## src/rtl/data_mem_bridge_pkg.sv

```systemverilog
// -----------------------------------------------------------------------------
// data_mem_bridge_pkg
//   Shared types and helpers for the data-memory bridge.
//   - bus_cmd_t       : one latched bus command (direction, word address, data)
//   - WAIT_CNT_MIN_W  : narrowest wait counter ever built
//   - word_addr()     : byte address -> word-aligned bus address
// -----------------------------------------------------------------------------
package data_mem_bridge_pkg;

   typedef struct packed {
      logic        we;
      logic [31:0] addr;
      logic [31:0] wdata;
   } bus_cmd_t;

   localparam int unsigned WAIT_CNT_MIN_W = 8;

   // Low two address bits are dropped silently; misaligned accesses are not trapped.
   function automatic logic [31:0] word_addr(input logic [31:0] byte_addr);
      return byte_addr & 32'hFFFF_FFFC;
   endfunction

endpackage

```

## src/rtl/data_mem_bridge_wait_timer.sv

```systemverilog
// -----------------------------------------------------------------------------
// mem_wait_timer
//   Counts bus-wait cycles and flags the cycle in which the wait limit is hit.
//   Ports:
//     clk       in  clock
//     srst_i    in  synchronous active-high reset
//     load_i    in  clear the counter (entering the wait phase)
//     count_i   in  one wait cycle is elapsing this cycle
//     expire_o  out this wait cycle is the TIMEOUT-th one (never set if TIMEOUT=0)
// -----------------------------------------------------------------------------
module mem_wait_timer
   import data_mem_bridge_pkg::*;
#(
   parameter int unsigned TIMEOUT = 255
) (
   input  logic clk,
   input  logic srst_i,
   input  logic load_i,
   input  logic count_i,
   output logic expire_o
);

   localparam int unsigned RAW_W = $clog2(TIMEOUT + 1);
   localparam int unsigned W     = (RAW_W < WAIT_CNT_MIN_W) ? WAIT_CNT_MIN_W : RAW_W;
   localparam bit          HAS_TIMEOUT = (TIMEOUT != 0);
   // cnt_q holds the number of wait cycles already completed, so the
   // TIMEOUT-th wait cycle is the one that sees TIMEOUT-1.
   localparam logic [W-1:0] LIMIT = HAS_TIMEOUT ? W'(TIMEOUT - 1) : '0;

   logic [W-1:0] cnt_q, cnt_d;

   always_comb begin
      cnt_d = cnt_q;
      if (load_i) begin
         cnt_d = '0;
      end else if (count_i) begin
         cnt_d = cnt_q + W'(1);
      end
   end

   always_ff @(posedge clk) begin
      if (srst_i) begin
         cnt_q <= '0;
      end else begin
         cnt_q <= cnt_d;
      end
   end

   assign expire_o = HAS_TIMEOUT && count_i && (cnt_q == LIMIT);

endmodule

```

## src/rtl/data_mem_bridge.sv

```systemverilog
// -----------------------------------------------------------------------------
// data_mem_bridge
//   Connects the single-cycle datapath's data-memory port to a multi-cycle
//   req/ack bus. Each load/store is latched, run on the bus, and its read data
//   returned; stall holds PC and register file until the access completes.
//   Ports:
//     clk, cpu_rst            clock, synchronous active-high reset
//     cpu_en                  debug run enable (not gated by stall)
//     mem_ren, mem_wen        load / store request from the controller
//     mem_addr, mem_dout      byte address, store data
//     mem_din                 load data to the write-back mux
//     stall                   1 = hold PC / regfile this cycle
//     bus_req/we/addr/wdata   bus command (req is a level)
//     bus_ack, bus_rdata      one-cycle completion pulse, read data
//     bus_err                 sticky timeout flag
//     stall_cnt               total stalled cycles (wraps)
// -----------------------------------------------------------------------------
module data_mem_bridge
   import data_mem_bridge_pkg::*;
#(
   parameter int unsigned TIMEOUT  = 255,
   parameter logic [31:0] ERR_DATA = 32'hDEAD_BEEF
) (
   input  logic        clk,
   input  logic        cpu_rst,
   input  logic        cpu_en,
   input  logic        mem_ren,
   input  logic        mem_wen,
   input  logic [31:0] mem_addr,
   input  logic [31:0] mem_dout,
   output logic [31:0] mem_din,
   output logic        stall,
   output logic        bus_req,
   output logic        bus_we,
   output logic [31:0] bus_addr,
   output logic [31:0] bus_wdata,
   input  logic        bus_ack,
   input  logic [31:0] bus_rdata,
   output logic        bus_err,
   output logic [31:0] stall_cnt
);

   localparam logic [1:0] S_IDLE = 2'd0;
   localparam logic [1:0] S_WAIT = 2'd1;
   localparam logic [1:0] S_DONE = 2'd2;

   logic [1:0]  state_q, state_d;
   bus_cmd_t    cmd_q, cmd_d;
   logic        req_q, req_d;
   logic [31:0] rdata_q, rdata_d;
   logic        err_q, err_d;
   logic [31:0] stall_cnt_q, stall_cnt_d;

   logic access;
   logic timer_load;
   logic timer_count;
   logic timer_expire;

   assign access = cpu_en & (mem_ren | mem_wen);

   mem_wait_timer #(
      .TIMEOUT (TIMEOUT)
   ) u_wait_timer (
      .clk      (clk),
      .srst_i   (cpu_rst),
      .load_i   (timer_load),
      .count_i  (timer_count),
      .expire_o (timer_expire)
   );

   always_comb begin
      state_d     = state_q;
      cmd_d       = cmd_q;
      req_d       = req_q;
      rdata_d     = rdata_q;
      err_d       = err_q;
      stall_cnt_d = stall_cnt_q;
      stall       = 1'b0;
      timer_load  = 1'b0;
      timer_count = 1'b0;

      case (state_q)
         S_IDLE: begin
            // Combinational stall so the PC does not advance past the access.
            stall = access;
            if (access) begin
               cmd_d.we    = mem_wen;   // ren & wen together is a write
               cmd_d.addr  = word_addr(mem_addr);
               cmd_d.wdata = mem_dout;
               req_d       = 1'b1;
               timer_load  = 1'b1;
               state_d     = S_WAIT;
            end
         end
         S_WAIT: begin
            // cpu_en is deliberately ignored here: a started access always finishes.
            stall       = 1'b1;
            timer_count = 1'b1;
            if (bus_ack) begin
               req_d = 1'b0;
               if (!cmd_q.we) begin
                  rdata_d = bus_rdata;
               end
               state_d = S_DONE;
            end else if (timer_expire) begin
               req_d   = 1'b0;
               err_d   = 1'b1;
               rdata_d = ERR_DATA;
               state_d = S_DONE;
            end
         end
         S_DONE: begin
            // Core commits this cycle; stay here while the debugger halts the core.
            if (cpu_en) begin
               state_d = S_IDLE;
            end
         end
         default: begin
            state_d = S_IDLE;
            req_d   = 1'b0;
         end
      endcase

      if (stall) begin
         stall_cnt_d = stall_cnt_q + 32'd1;
      end
   end

   always_ff @(posedge clk) begin
      if (cpu_rst) begin
         state_q     <= S_IDLE;
         cmd_q       <= '0;
         req_q       <= 1'b0;
         rdata_q     <= '0;
         err_q       <= 1'b0;
         stall_cnt_q <= '0;
      end else begin
         state_q     <= state_d;
         cmd_q       <= cmd_d;
         req_q       <= req_d;
         rdata_q     <= rdata_d;
         err_q       <= err_d;
         stall_cnt_q <= stall_cnt_d;
      end
   end

   assign mem_din   = rdata_q;
   assign bus_req   = req_q;
   assign bus_we    = cmd_q.we;
   assign bus_addr  = cmd_q.addr;
   assign bus_wdata = cmd_q.wdata;
   assign bus_err   = err_q;
   assign stall_cnt = stall_cnt_q;

endmodule

```

## config.mk

```make
export PLATFORM = sky130hd
export DESIGN_NAME = data_mem_bridge
export DESIGN_NICKNAME = d
export VERILOG_FILES = /design/src/rtl/data_mem_bridge_pkg.sv /design/src/rtl/data_mem_bridge_wait_timer.sv /design/src/rtl/data_mem_bridge.sv
export SDC_FILE = /design/constraint.sdc
export NUM_CORES = 1
export LEC_CHECK = 0
export CAP_MARGIN = 20
export CELL_PAD_IN_SITES_DETAIL_PLACEMENT = 1
export CELL_PAD_IN_SITES_GLOBAL_PLACEMENT = 1
export CORE_AREA = 2 2 131 133
export CTS_BUF_LIST = sky130_fd_sc_hd__clkbuf_8
export DETAILED_ROUTE_END_ITERATION = 8
export DIE_AREA = 0 0 133 135
export PLACE_DENSITY_LB_ADDON = 0.2
export SYNTH_ARGS = -nofsm -noshare
export SYNTH_HDL_FRONTEND = slang
export SYNTH_HIERARCHICAL = 1
export SYNTH_SLANG_ARGS = --single-unit
export TNS_END_PERCENT = 100
```

## constraint.sdc

```tcl
create_clock -name clk -period 5.6 [get_ports clk]
set_input_delay 0.56 -clock clk [delete_from_list [all_inputs] [get_ports clk]]
set_output_delay 0.56 -clock clk [all_outputs]
set_load 0.01 [all_outputs]
```

=== After elaboration in Yosys (flattened, before gate mapping) ===
Cells that the tools add are included.

* Add/sub/neg operators: 2
* Equality and inequality tests: 7
* Multiplexer cells: 16
* Bitwise operators: 4
* Reduce and logical (&&, ||, !) cells: 9

{| class="wikitable"
|+ Operators with widths
! cell !! count
|-
| 2-to-1 mux 32 bit || 3
|-
| adder 32 x 1 -> 32 bit (second input constant) || 1
|-
| AND reduction 3 bit || 4
|-
| adder 8 x 1 -> 8 bit (second input constant) || 1
|-
| == test 8 bit (second input constant) || 1
|-
| 2-to-1 mux 2 bit || 4
|-
| 2-to-1 mux 1 bit || 6
|-
| != test 2 bit (second input constant) || 3
|-
| case mux 2 bit (3 select lines) || 1
|-
| != test 3 bit (second input constant) || 1
|-
| case mux 1 bit (3 select lines) || 1
|-
| == test 2 x 1 -> 1 bit (second input constant) || 1
|-
| == test 2 bit (second input constant) || 1
|-
| logical NOT 2 bit || 1
|-
| NOT 1 bit || 2
|-
| case mux 1 bit (2 select lines) || 1
|-
| AND reduction 2 bit || 1
|-
| nonzero test 2 bit || 1
|-
| OR reduction 2 bit || 1
|-
| AND 1 bit || 1
|-
| logical AND 1 bit || 1
|-
| bitwise OR 1 bit || 1
|}

* Flip-flop bits (word level): 139
* Output and inout bits: 132

=== Logic depth before layout (Yosys ltp) ===
Gate-level depths: netlist (run 1).

* Depth in word-level cells: 6
* Mapped depth: 11

=== Modules after synthesis ===
The synthesis (run 1) kept the hierarchy.

{| class="wikitable"
|+ By module, submodules not included
! module !! times used !! cells an instance !! area an instance (um^2)
|-
| data_mem_bridge || 1 || 633 || 5,188.7
|-
| mem_wait_timer || 1 || 42 || 377.9
|}

=== Least setup slack after synthesis (run 1) ===
OpenSTA, ideal clock, no wires.

* Kind: flip-flop to flip-flop
* Start point: reg state_q[0]
* End point: reg rdata_q[10], in the netlist mem_din[10]
* Arrival time: 2.027 ns
* Slack: 3.482 ns
* Stages on the path, launching flop included: 12
* Path buffers: 4
* Period minus slack after synthesis: 2.118 ns
* Cell sequence: dfxtp_1 > buf_2 > nor2b_1 > buf_2 > buf_4 > nand4_4 > nor2_1 > nor2b_1 > o21a_1 > clkbuf_1 > nor2_1 > a311oi_1

* Cells in the longest elaborated chain, start to end: 5

{| class="wikitable"
|+ RTL lines
! what !! RTL line !! source
|-
| start, declared || data_mem_bridge.sv:47 || <nowiki>logic [1:0] state_q, state_d;</nowiki>
|-
| start signal, assigned || data_mem_bridge.sv:138 || <nowiki>state_q <= state_d;</nowiki>
|-
| == test 2 x 1 -> 1 bit || data_mem_bridge.sv:82 || <nowiki>case (state_q)</nowiki>
|-
| 2-to-1 mux 1 bit || data_mem_bridge.sv:82 ||
|-
| via timer_count || data_mem_bridge.sv:56 || <nowiki>logic timer_count;</nowiki>
|-
| logical AND 1 bit || data_mem_bridge_wait_timer.sv:49 || <nowiki>assign expire_o = HAS_TIMEOUT && count_i && (cnt_q == LIMIT);</nowiki>
|-
| via timer_expire || data_mem_bridge.sv:57 || <nowiki>logic timer_expire;</nowiki>
|-
| nonzero test 2 bit (no source line) || -- ||
|-
| AND reduction 3 bit (no source line) || -- ||
|-
| end signal, assigned || data_mem_bridge.sv:141 || <nowiki>rdata_q <= rdata_d;</nowiki>
|-
| end, declared || data_mem_bridge.sv:50 || <nowiki>logic [31:0] rdata_q, rdata_d;</nowiki>
|}

The timed path passes the listed nets, and every way through them passes these cells.
A chain may end at the register's enable or synchronous reset.

=== Final worst setup path (run 1) ===
* Start point: in cpu_en
* End point: out stall

* Cells in the longest elaborated chain, start to end: 2

{| class="wikitable"
|+ RTL lines
! what !! RTL line !! source
|-
| start, declared || data_mem_bridge.sv:26 || <nowiki>input logic cpu_en,</nowiki>
|-
| AND 1 bit || data_mem_bridge.sv:59 || <nowiki>assign access = cpu_en & (mem_ren | mem_wen);</nowiki>
|-
| case mux 1 bit (2 select lines) || data_mem_bridge.sv:82 ||
|-
| end, declared || data_mem_bridge.sv:32 || <nowiki>output logic stall,</nowiki>
|}

Every way passes these cells.

==> flow_metrics.py, run 1 <==
metrics = {
    "synth": {
        "yosysMostFrequentCell": "nand2_1",
        "synth_top_area_share_pct": 50.0,
        "syn_avg_cell_area_um2": 8.25,
        "ys_warn_count": 6,
        "async_flop_share_pct": 0,
        "synth-main-ff-cell": "dfxtp_1",
        "synth-edff-count": 0,
        "syn_area_mm2": 0.00557,
        "ys_ff_latch": 139,
        "ys_seq_area_share_pct": 50.0,
        "synthTopCellsByCount": "nand2_1 (143), dfxtp_1 (139), a21oi_1 (89)",
        "ys_top_cells_by_area": "dfxtp_1 (50%), nand2_1 (9.6%), a21oi_1 (8.0%), nor2_1 (3.8%), a311oi_1 (3.8%)",
        "synth_cell_types": 42,
        "syn-instance-count": 675,
        "yosys.area.top_type": "dfxtp_1",
    },
    "clocking": {
        "cts_resized": 0,
        "cts.sinks": 139,
        "htree_levels": 4,
        "cts_tree": "built",
        "clkLatencyLatePin_ns": 0.46,
        "clk_pin_slew_worst_paths_ns": 0.08,
        "cts_root_buf": "clkbuf_8",
        "cts_hold_buf": 0,
        "cts_buffer_depth": 2,
        "post-cts-setup-buffer-count": 0,
        "numCtsBuffers": 17,
    },
    "global_routing": {
        "antenna_found_initial": 0,
        "grt_usage_pct": 19.9,
        "grt_pass1_wl_um": 28100,
        "grt_max_degree": 88,
        "gr-total-overflow": 0,
        "grt_pass1_vias": 5701,
    },
    "detailed_routing": {
        "totalWireLength_um": 18200,
        "drt_iter0_markers": 276,
        "viasPerCell": 5.01,
        "ant_nets": 0,
        "drcViolationCount": 0,
        "dr.pass1.iters": 5,
        "detail_route.wl_per_cell_um": 16.3,
        "vias": 5581,
    },
    "sta": {
        "finalCritPeriodShare_pct": 49.2,
        "tightest_slew_ns": 1.08,
        "clock_skew_ns": 0.0167,
        "max_freq_mhz": 363,
        "setup-tns-final_ns": 0,
        "slew_headroom_pct": 28.2,
        "rsz0062_at_grt": "false",
        "hold_viol": 0,
        "report.final.slew_viol_count": 0,
        "layout_min_cycle_time_ns": 2.75,
        "setup_viol": 0,
    },
    "placement": {
        "place_area_mm2": 0.00795,
        "globalplace.congestion": 0.761,
        "portBuffers": 229,
        "dpl.hpwl_um": 13000,
    },
    "status": {
        "status": "complete, no violations",
    },
    "setup_path": {
        "timing.rr.end": "mem_din[9]",
        "reg2regPathDepth": 9,
        "crit_path_start_kind": "input port",
        "crit_type": "in -> out",
        "ff2ff_setup_slack_ns": 3.06,
        "r2r_start": "state_q[0]",
        "worstPathMaxFanout": 14,
        "startpoint": "cpu_en",
        "crit_end": "stall",
        "worstPathRequired_ns": 5.04,
        "worstPathArrival_ns": 2.19,
        "cp-end-kind": "output port",
    },
    "power": {
        "p_per_area_mw_per_mm2": 278,
        "ir_drop_mv": 0.142,
        "leakage_nw": 3.02,
    },
    "final_layout": {
        "syn_to_final_growth_pct": 51.8,
        "finalInstanceArea_mm2": 0.00845,
        "drive_gt1_share_pct": 5.60,
        "multi_input_area_mm2": 0.00245,
        "fill_cells": 1918,
        "ff_latch_area_mm2": 0.00278,
        "diodes": 0,
        "nets": 985,
        "post-route-util_pct": 51.5,
    },
    "floorplanning": {
        "dieHeight_um": 135,
        "core_mm2": 0.0164,
        "initial_utilization_pct": 33.9,
        "ioPinCount": 234,
        "die-area_mm2": 0.0180,
        "row_count": 47,
        "die_width_um": 133,
    },
    "job": {
        "maxCapViolCount": 0,
    },
    "min_path": {
        "hold_path.class": "reg -> reg",
    },
}
## per-layer routing
layer	share of wire, %	GRT usage, %	vias to the layer above
met5	0	0	-
met2	51	35.6	160
met1	39	21.0	2658
met3	6.7	6.49	37
met4	3.0	9.62	0
li1	-	-	2726
## state kept, by name, summed over array words and instances (netlist names)
| name | cells |
|---|---|
| bus_we | 1 |
| state_q | 2 |
| bus_wdata | 32 |
| bus_addr | 30 |
| bus_err | 1 |
| bus_req | 1 |
| stall_cnt | 32 |
| u_wait_timer/cnt_q | 8 |
| mem_din | 32 |
## critical path, stage by stage
cell and delay (ns):
clkdlybuf4s50_1 0.51, o21a_2 0.25, o21ai_1 0.08, buf_4 0.20
inv_2 0.06, clkdlybuf4s50_1 0.53
## worst min-delay path by stage
stage | startpoint | to | slack, ns | cells past startpoint
floorplan | u_wait_timer/cnt_q[7] | u_wait_timer/cnt_q[7] | 0.46 | 2
global placement | bus_wdata[31] | bus_wdata[31] | 0.44 | 2
detailed placement | bus_addr[8] | bus_addr[8] | 0.45 | 2
CTS | bus_wdata[27] | bus_wdata[27] | 0.46 | 2
global route | bus_addr[13] | bus_addr[13] | 0.48 | 2
finish | bus_wdata[26] | bus_wdata[26] | 0.46 | 2
## kinds of logic (layout without fill, tap and decap cells)
group	after synthesis	in the layout	share of synthesized area, %
AND/OR/NAND/NOR	275	275	22.7
multiplexers	7	7	1.39
other	1	2	0.0674
AO/OA/AOI/OAI	158	158	17.5
flip-flops	139	139	50.0
XOR/XNOR	10	10	1.57
buffers and inverters	82	299	6.11
adder cells (fa/ha/maj)	3	3	0.674
## report_power, final
part           leakage (nW)  total [mW]  switching (mW)  internal (mW)
registers              1.13        1.06          0.0288           1.03
clock network         0.230       0.961           0.421          0.540
logic                  1.66       0.324           0.151          0.173
## cells in the final DEF, fill, tap and decap left out, types with 8 or more instances in the layout
| master | count |
|---|---|
| o31ai_1 | 11 |
| or3_1 | 11 |
| xor2_1 | 8 |
| nand2_1 | 143 |
| inv_1 | 27 |
| o21ai_1 | 11 |
| or4_1 | 11 |
| clkbuf_8 | 17 |
| a311oi_1 | 24 |
| nand4_1 | 14 |
| nor2_1 | 57 |
| dfxtp_1 | 139 |
| clkdlybuf4s50_1 | 228 |
| a22oi_1 | 8 |
| a21oi_1 | 89 |
## area by class of cell
| cell class | instances | area share [%] |
|---|---|---|
| clock buffer | 17 | 2.77 |
| sequential | 139 | 32.9 |
| inverter | 31 | 1.38 |
| multi-input combinational | 455 | 29.0 |
| tap | 220 | 3.26 |
| timing repair buffer | 236 | 27.9 |
| clock inverter | 15 | 2.77 |
## per-stage QoR
stage | instances | hold slack [ns] | setup slack (ns) | total power [mW]
after floorplan | 676 | 0.458 | 3.48 | 1.22
after global placement | 1079 | 0.442 | 2.18 | 1.39
after detailed placement | 1079 | 0.449 | 1.99 | 1.41
after CTS | 1111 | 0.462 | 2.49 | 2.38
after global routing | 1113 | 0.484 | 2.65 | 2.45
final | 1113 | 0.458 | 2.85 | 2.35
Note: power is estimated with default switching activity, not from simulation.
==> run 2: changes to the inputs <==
--- a/config.mk
+++ b/config.mk
@@ -8,10 +8,10 @@
 export CAP_MARGIN = 20
 export CELL_PAD_IN_SITES_DETAIL_PLACEMENT = 1
 export CELL_PAD_IN_SITES_GLOBAL_PLACEMENT = 1
-export CORE_AREA = 2 2 131 133
+export CORE_AREA = 2 2 144 146
 export CTS_BUF_LIST = sky130_fd_sc_hd__clkbuf_8
 export DETAILED_ROUTE_END_ITERATION = 8
-export DIE_AREA = 0 0 133 135
+export DIE_AREA = 0 0 146 148
 export PLACE_DENSITY_LB_ADDON = 0.2
 export SYNTH_ARGS = -nofsm -noshare
 export SYNTH_HDL_FRONTEND = slang
==> constraint.sdc (replaced) <==
create_clock -name clk -period 2.4 [get_ports clk]
set_input_delay 0.24 -clock clk [delete_from_list [all_inputs] [get_ports clk]]
set_output_delay 0.24 -clock clk [all_outputs]
set_load 0.01 [all_outputs]
==> flow_metrics.py, run 2 (synthesized netlist as in run 1, its figures left out) <==
metrics = {
    "sta": {
        "tightest_slew_ns": 0.612,
        "rsz0062_at_grt": "false",
        "setup_viol": 0,
        "hold_viol": 0,
        "slew_headroom_pct": 59.2,
        "finalCritPeriodShare_pct": 86.9,
        "layout_min_cycle_time_ns": 2.09,
        "clock_skew_ns": 0.0125,
        "max_freq_mhz": 479,
        "setup-tns-final_ns": 0,
        "layout_setup_ws_ns": 0.313,
        "report.final.slew_viol_count": 0,
    },
    "final_layout": {
        "multi_input_area_mm2": 0.00245,
        "fill_cells": 2424,
        "nets": 995,
        "final_common_cell": "clkdlybuf4s50_1",
        "post-route-util_pct": 42.9,
        "drive_gt1_share_pct": 6.53,
        "diodes": 0,
        "final_cell_mix": "clkdlybuf4s50_1 (228), nand2_1 (143), dfxtp_1 (139)",
        "ff_latch_area_mm2": 0.00278,
        "syn_to_final_growth_pct": 54.3,
    },
    "clocking": {
        "post-cts-setup-buffer-count": 0,
        "cts_resized": 0,
        "numCtsBuffers": 17,
        "clkLatencyLatePin_ns": 0.45,
        "cts_hold_buf": 0,
        "cts.sinks": 139,
        "cts_root_buf": "clkbuf_8",
        "cts_buffer_depth": 2,
        "htree_levels": 4,
        "cts_tree": "built",
        "clk_pin_slew_worst_paths_ns": 0.08,
    },
    "global_routing": {
        "antenna_found_initial": 0,
        "grt_usage_pct": 16.8,
        "grt_pass1_wl_um": 29200,
        "grt_pass1_vias": 5409,
        "gr-total-overflow": 0,
        "grt_max_degree": 65,
    },
    "floorplanning": {
        "row_count": 52,
        "dieHeight_um": 148,
        "die-area_mm2": 0.0216,
        "ioPinCount": 234,
        "initial_utilization_pct": 27.8,
        "core_mm2": 0.0200,
        "die_width_um": 146,
    },
    "setup_path": {
        "worstPathArrival_ns": 2.44,
        "worstPathMaxFanout": 48,
        "crit_type": "reg -> reg",
        "worstPathCellList": "nor2b_1 -> nand4_4 -> nor2_1 -> nor2b_1 -> o21a_1 -> buf_12 -> nor2_1 -> a311oi_1",
        "crit_path_start_kind": "flop",
        "worstPathRequired_ns": 2.75,
        "critical_path.max_stage_delay_ns": 0.36,
        "cp-end-kind": "flop",
        "critPathSlowestCell": "dfxtp_1",
    },
    "detailed_routing": {
        "vias": 5472,
        "drcViolationCount": 0,
        "detail_route.wl_per_cell_um": 15.4,
        "drt_iter0_markers": 136,
        "dr.pass1.iters": 4,
        "totalWireLength_um": 18100,
        "ant_nets": 0,
        "viasPerCell": 4.66,
    },
    "placement": {
        "dp_worst_setup_slack_ns": 0.254,
        "globalplace.congestion": 0.763,
        "portBuffers": 229,
        "dpl.hpwl_um": 12800,
    },
    "power": {
        "ir_drop_mv": 0.304,
        "p_int_mw": 3.96,
        "comb_power_share_pct": 14.5,
        "switching_share_pct": 26.0,
        "leakage_nw": 3.06,
        "pwr-share-seq_pct": 46.1,
        "p_per_area_mw_per_mm2": 624,
        "total_power_mw": 5.36,
        "clockPowerShare_pct": 39.4,
        "switchingPower_mw": 1.39,
    },
    "job": {
        "maxCapViolCount": 0,
    },
    "status": {
        "status": "complete, no violations",
    },
    "min_path": {
        "hold_path.class": "in -> reg",
    },
}
==> run 2: cell types whose count changed in the layout (fill, tap and decap cells not counted), sizes merged <==
cell | previous run | this run
bufinv | 5 | 4
clkinvlp | 2 | 5
inv | 37 | 35
buf | 8 | 18
==> run 2: cell type report <==
cell class / count / area share (%)
inverter: 31 / 1.35
clock buffer: 17 / 2.72
multi-input combinational: 455 / 28.6
clock inverter: 15 / 2.30
timing repair buffer: 246 / 28.7
sequential: 139 / 32.4
tap: 270 / 3.93
==> run 2: worst max-delay path, delay by kind of cell (launching register included) <==
| kind | cells | cell delay [ns] |
|---|---|---|
| compound gates | 2 | 0.44 |
| buf+inv | 1 | 0.22 |
| flops | 1 | 0.36 |
| simple gates | 5 | 0.95 |
==> run 2: per-stage QoR <==
| stage | cells | cell area [um^2] | hold WS [ns] |
|---|---|---|---|
| after floorplan | 676 | 5570 | 0.376 |
| after global placement | 1141 | 8160 | 0.442 |
| after detailed placement | 1141 | 8160 | 0.449 |
| after CTS | 1173 | 8590 | 0.252 |
| after global routing | 1173 | 8590 | 0.297 |
| final | 1173 | 8590 | 0.283 |
==> run 2: worst paths after layout <==
kind | slack [ns] | to | startpoint | cells past startpoint
setup / recovery | 0.31 | mem_din[15] | state_q[1] | 8
hold / removal | 0.28 | stall_cnt[6] | cpu_rst | 2
setup reg to reg | 0.31 | mem_din[15] | state_q[1] | 8
hold reg to reg | 0.46 | bus_addr[22] | bus_addr[22] | 2
==> run 2: power by group through the flow <==
stage | Combinational, mW | Clock (mW) | Sequential (mW)
2_1_floorplan | 0.271 | 0 | 2.56
3_3_place_gp | 0.782 | 0 | 2.52
3_5_place_dp | 0.786 | 0 | 2.52
4_1_cts | 0.791 | 2.19 | 2.47
5_1_grt | 0.849 | 2.30 | 2.49
6_report | 0.776 | 2.11 | 2.47
==> run 2: layer usage <==
layer	track usage, %	vias up	wire length [um]
li1	-	2751	-
met1	20.9	2559	8090
met2	26.9	142	8420
met3	6.05	20	1250
met4	5.97	0	316
met5	0	-	0
==> run 3: changes to the inputs <==
--- a/config.mk
+++ b/config.mk
@@ -15,6 +15,5 @@
 export PLACE_DENSITY_LB_ADDON = 0.2
 export SYNTH_ARGS = -nofsm -noshare
 export SYNTH_HDL_FRONTEND = slang
-export SYNTH_HIERARCHICAL = 1
 export SYNTH_SLANG_ARGS = --single-unit
 export TNS_END_PERCENT = 100
==> flow_metrics.py, run 3 <==
metrics = {
    "final_layout": {
        "syn_to_final_growth_pct": 53.9,
        "final_common_cell": "clkdlybuf4s50_1",
        "drive_gt1_share_pct": 7.34,
        "nets": 978,
        "post-route-util_pct": 42.3,
        "diodes": 0,
        "finalInstanceArea_mm2": 0.00848,
        "instances_no_fill": 1155,
        "final_cell_mix": "clkdlybuf4s50_1 (228), dfxtp_1 (138), nand2_1 (135)",
    },
    "sta": {
        "hold_viol": 0,
        "report.final.slew_viol_count": 0,
        "clock_skew_ns": 0.0139,
        "rsz0062_at_grt": "false",
        "slew_headroom_pct": 43.8,
        "setup-tns-final_ns": 0,
        "layout_min_cycle_time_ns": 2.13,
        "hold_ws_ns": 0.329,
        "finalCritPeriodShare_pct": 88.6,
        "setup_viol": 0,
        "tightest_slew_ns": 0.843,
        "max_freq_mhz": 470,
        "layout_setup_ws_ns": 0.273,
    },
    "clocking": {
        "htree_levels": 4,
        "cts_root_buf": "clkbuf_8",
        "clkLatencyLatePin_ns": 0.44,
        "cts_buffer_depth": 2,
        "cts_hold_buf": 0,
        "cts_tree": "built",
        "numCtsBuffers": 17,
        "clk_pin_slew_worst_paths_ns": 0.08,
        "cts.sinks": 139,
        "cts_resized": 0,
        "post-cts-setup-buffer-count": 0,
    },
    "synth": {
        "yosysMostFrequentCell": "dfxtp_1",
        "synth_top_area_share_pct": 50.5,
        "ys_top_cells_by_area": "dfxtp_1 (50%), a21oi_1 (9.5%), nand2_1 (9.2%), nor3_1 (3.5%), nor2_1 (3.3%)",
        "synth-edff-count": 0,
        "synth_cell_types": 48,
        "ys_seq_area_share_pct": 50.5,
        "yosys.area.top_type": "dfxtp_1",
        "ys_ff_latch": 139,
        "syn_avg_cell_area_um2": 8.36,
        "synthTopCellsByCount": "dfxtp_1 (139), nand2_1 (135), a21oi_1 (105)",
        "syn_area_mm2": 0.00551,
        "syn-instance-count": 659,
        "async_flop_share_pct": 0,
        "ys_warn_count": 0,
        "synth-main-ff-cell": "dfxtp_1",
    },
    "detailed_routing": {
        "totalWireLength_um": 19000,
        "viasPerCell": 4.75,
        "vias": 5486,
        "drt_iter0_markers": 191,
        "drcViolationCount": 0,
        "detail_route.wl_per_cell_um": 16.5,
        "ant_nets": 0,
        "dr.pass1.iters": 4,
    },
    "setup_path": {
        "worstPathRequired_ns": 2.16,
        "crit_type": "in -> out",
        "cp-end-kind": "output port",
        "worstPathMaxFanout": 3,
        "crit_path_start_kind": "input port",
        "reg2regPathDepth": 4,
        "worstPathArrival_ns": 1.89,
    },
    "status": {
        "status": "complete, no violations",
    },
    "placement": {
        "dpl.hpwl_um": 13700,
        "dp_cells": 1124,
        "globalplace.congestion": 0.755,
        "dp_worst_setup_slack_ns": 0.104,
        "place_area_mm2": 0.00810,
        "portBuffers": 229,
    },
    "min_path": {
        "min_path_cells": 2,
        "hold_path.class": "in -> reg",
    },
    "global_routing": {
        "grt_max_degree": 64,
        "grt_pass1_wl_um": 30500,
        "grt_usage_pct": 17.6,
        "gr-total-overflow": 0,
        "antenna_found_initial": 0,
        "grt_pass1_vias": 5821,
    },
    "power": {
        "ir_drop_mv": 0.299,
        "p_per_area_mw_per_mm2": 610,
        "leakage_nw": 2.99,
        "total_power_mw": 5.17,
    },
    "floorplanning": {
        "ioPinCount": 234,
        "die-area_mm2": 0.0216,
        "row_count": 52,
        "initial_utilization_pct": 27.5,
        "core_mm2": 0.0200,
        "dieHeight_um": 148,
        "die_width_um": 146,
    },
    "job": {
        "maxCapViolCount": 0,
    },
}
==> run 3: kinds of logic (layout without fill, tap and decap cells) <==
logic type                 after synthesis  in the layout  share of synthesized area (%)
and+or+nand+nor                        290            290                           24.7
AOI/OAI and AO/OA                      143            143                           15.0
DFF                                    139            139                           50.5
muxes                                   11             11                           2.22
xor gates and xnor gates                13             13                           2.07
other                                    1              2                         0.0680
adders and majority gates                3              3                          0.681
buffers and inverters                   59            284                           4.77
==> run 3: final cells by class <==
type	instances	area [um^2]
clock buffers	17	234
clock inverters	14	149
fillers	2366	11600
inverters	7	26.3
multi-input cells	462	2480
flip-flops and latches	139	2780
well taps	270	338
repair buffers	246	2470
==> run 3: report_power, final <==
part	total (mW)	switching (mW)	internal [mW]
sequential	2.48	0.0664	2.41
clock	1.91	0.986	0.923
combinational	0.786	0.365	0.421
total	5.17	1.42	3.75
==> run 3: metal layers <==
layer | vias to the layer above | share of wire [%] | GRT usage, %
li1 | 2689 | - | -
met1 | 2642 | 40 | 19.2
met2 | 134 | 52 | 31.9
met3 | 21 | 6.3 | 6.27
met4 | 0 | 1.8 | 5.34
met5 | - | 0 | 0
==> run 3: worst paths after layout <==
check	from	endpoint	slack [ns]
worst min register to register	bus_wdata[22]	bus_wdata[22]	0.46
worst min-delay path	cpu_rst	state_q[0]	0.33
worst max register to register	stall_cnt[12]	stall_cnt[30]	0.45
worst max-delay path	mem_wen	stall	0.27
==> run 3: critical path: stages <==
cell and delay (ns):
clkdlybuf4s50_1 0.52, o21ai_0 0.21, a21oi_1 0.32, clkdlybuf4s50_1 0.59
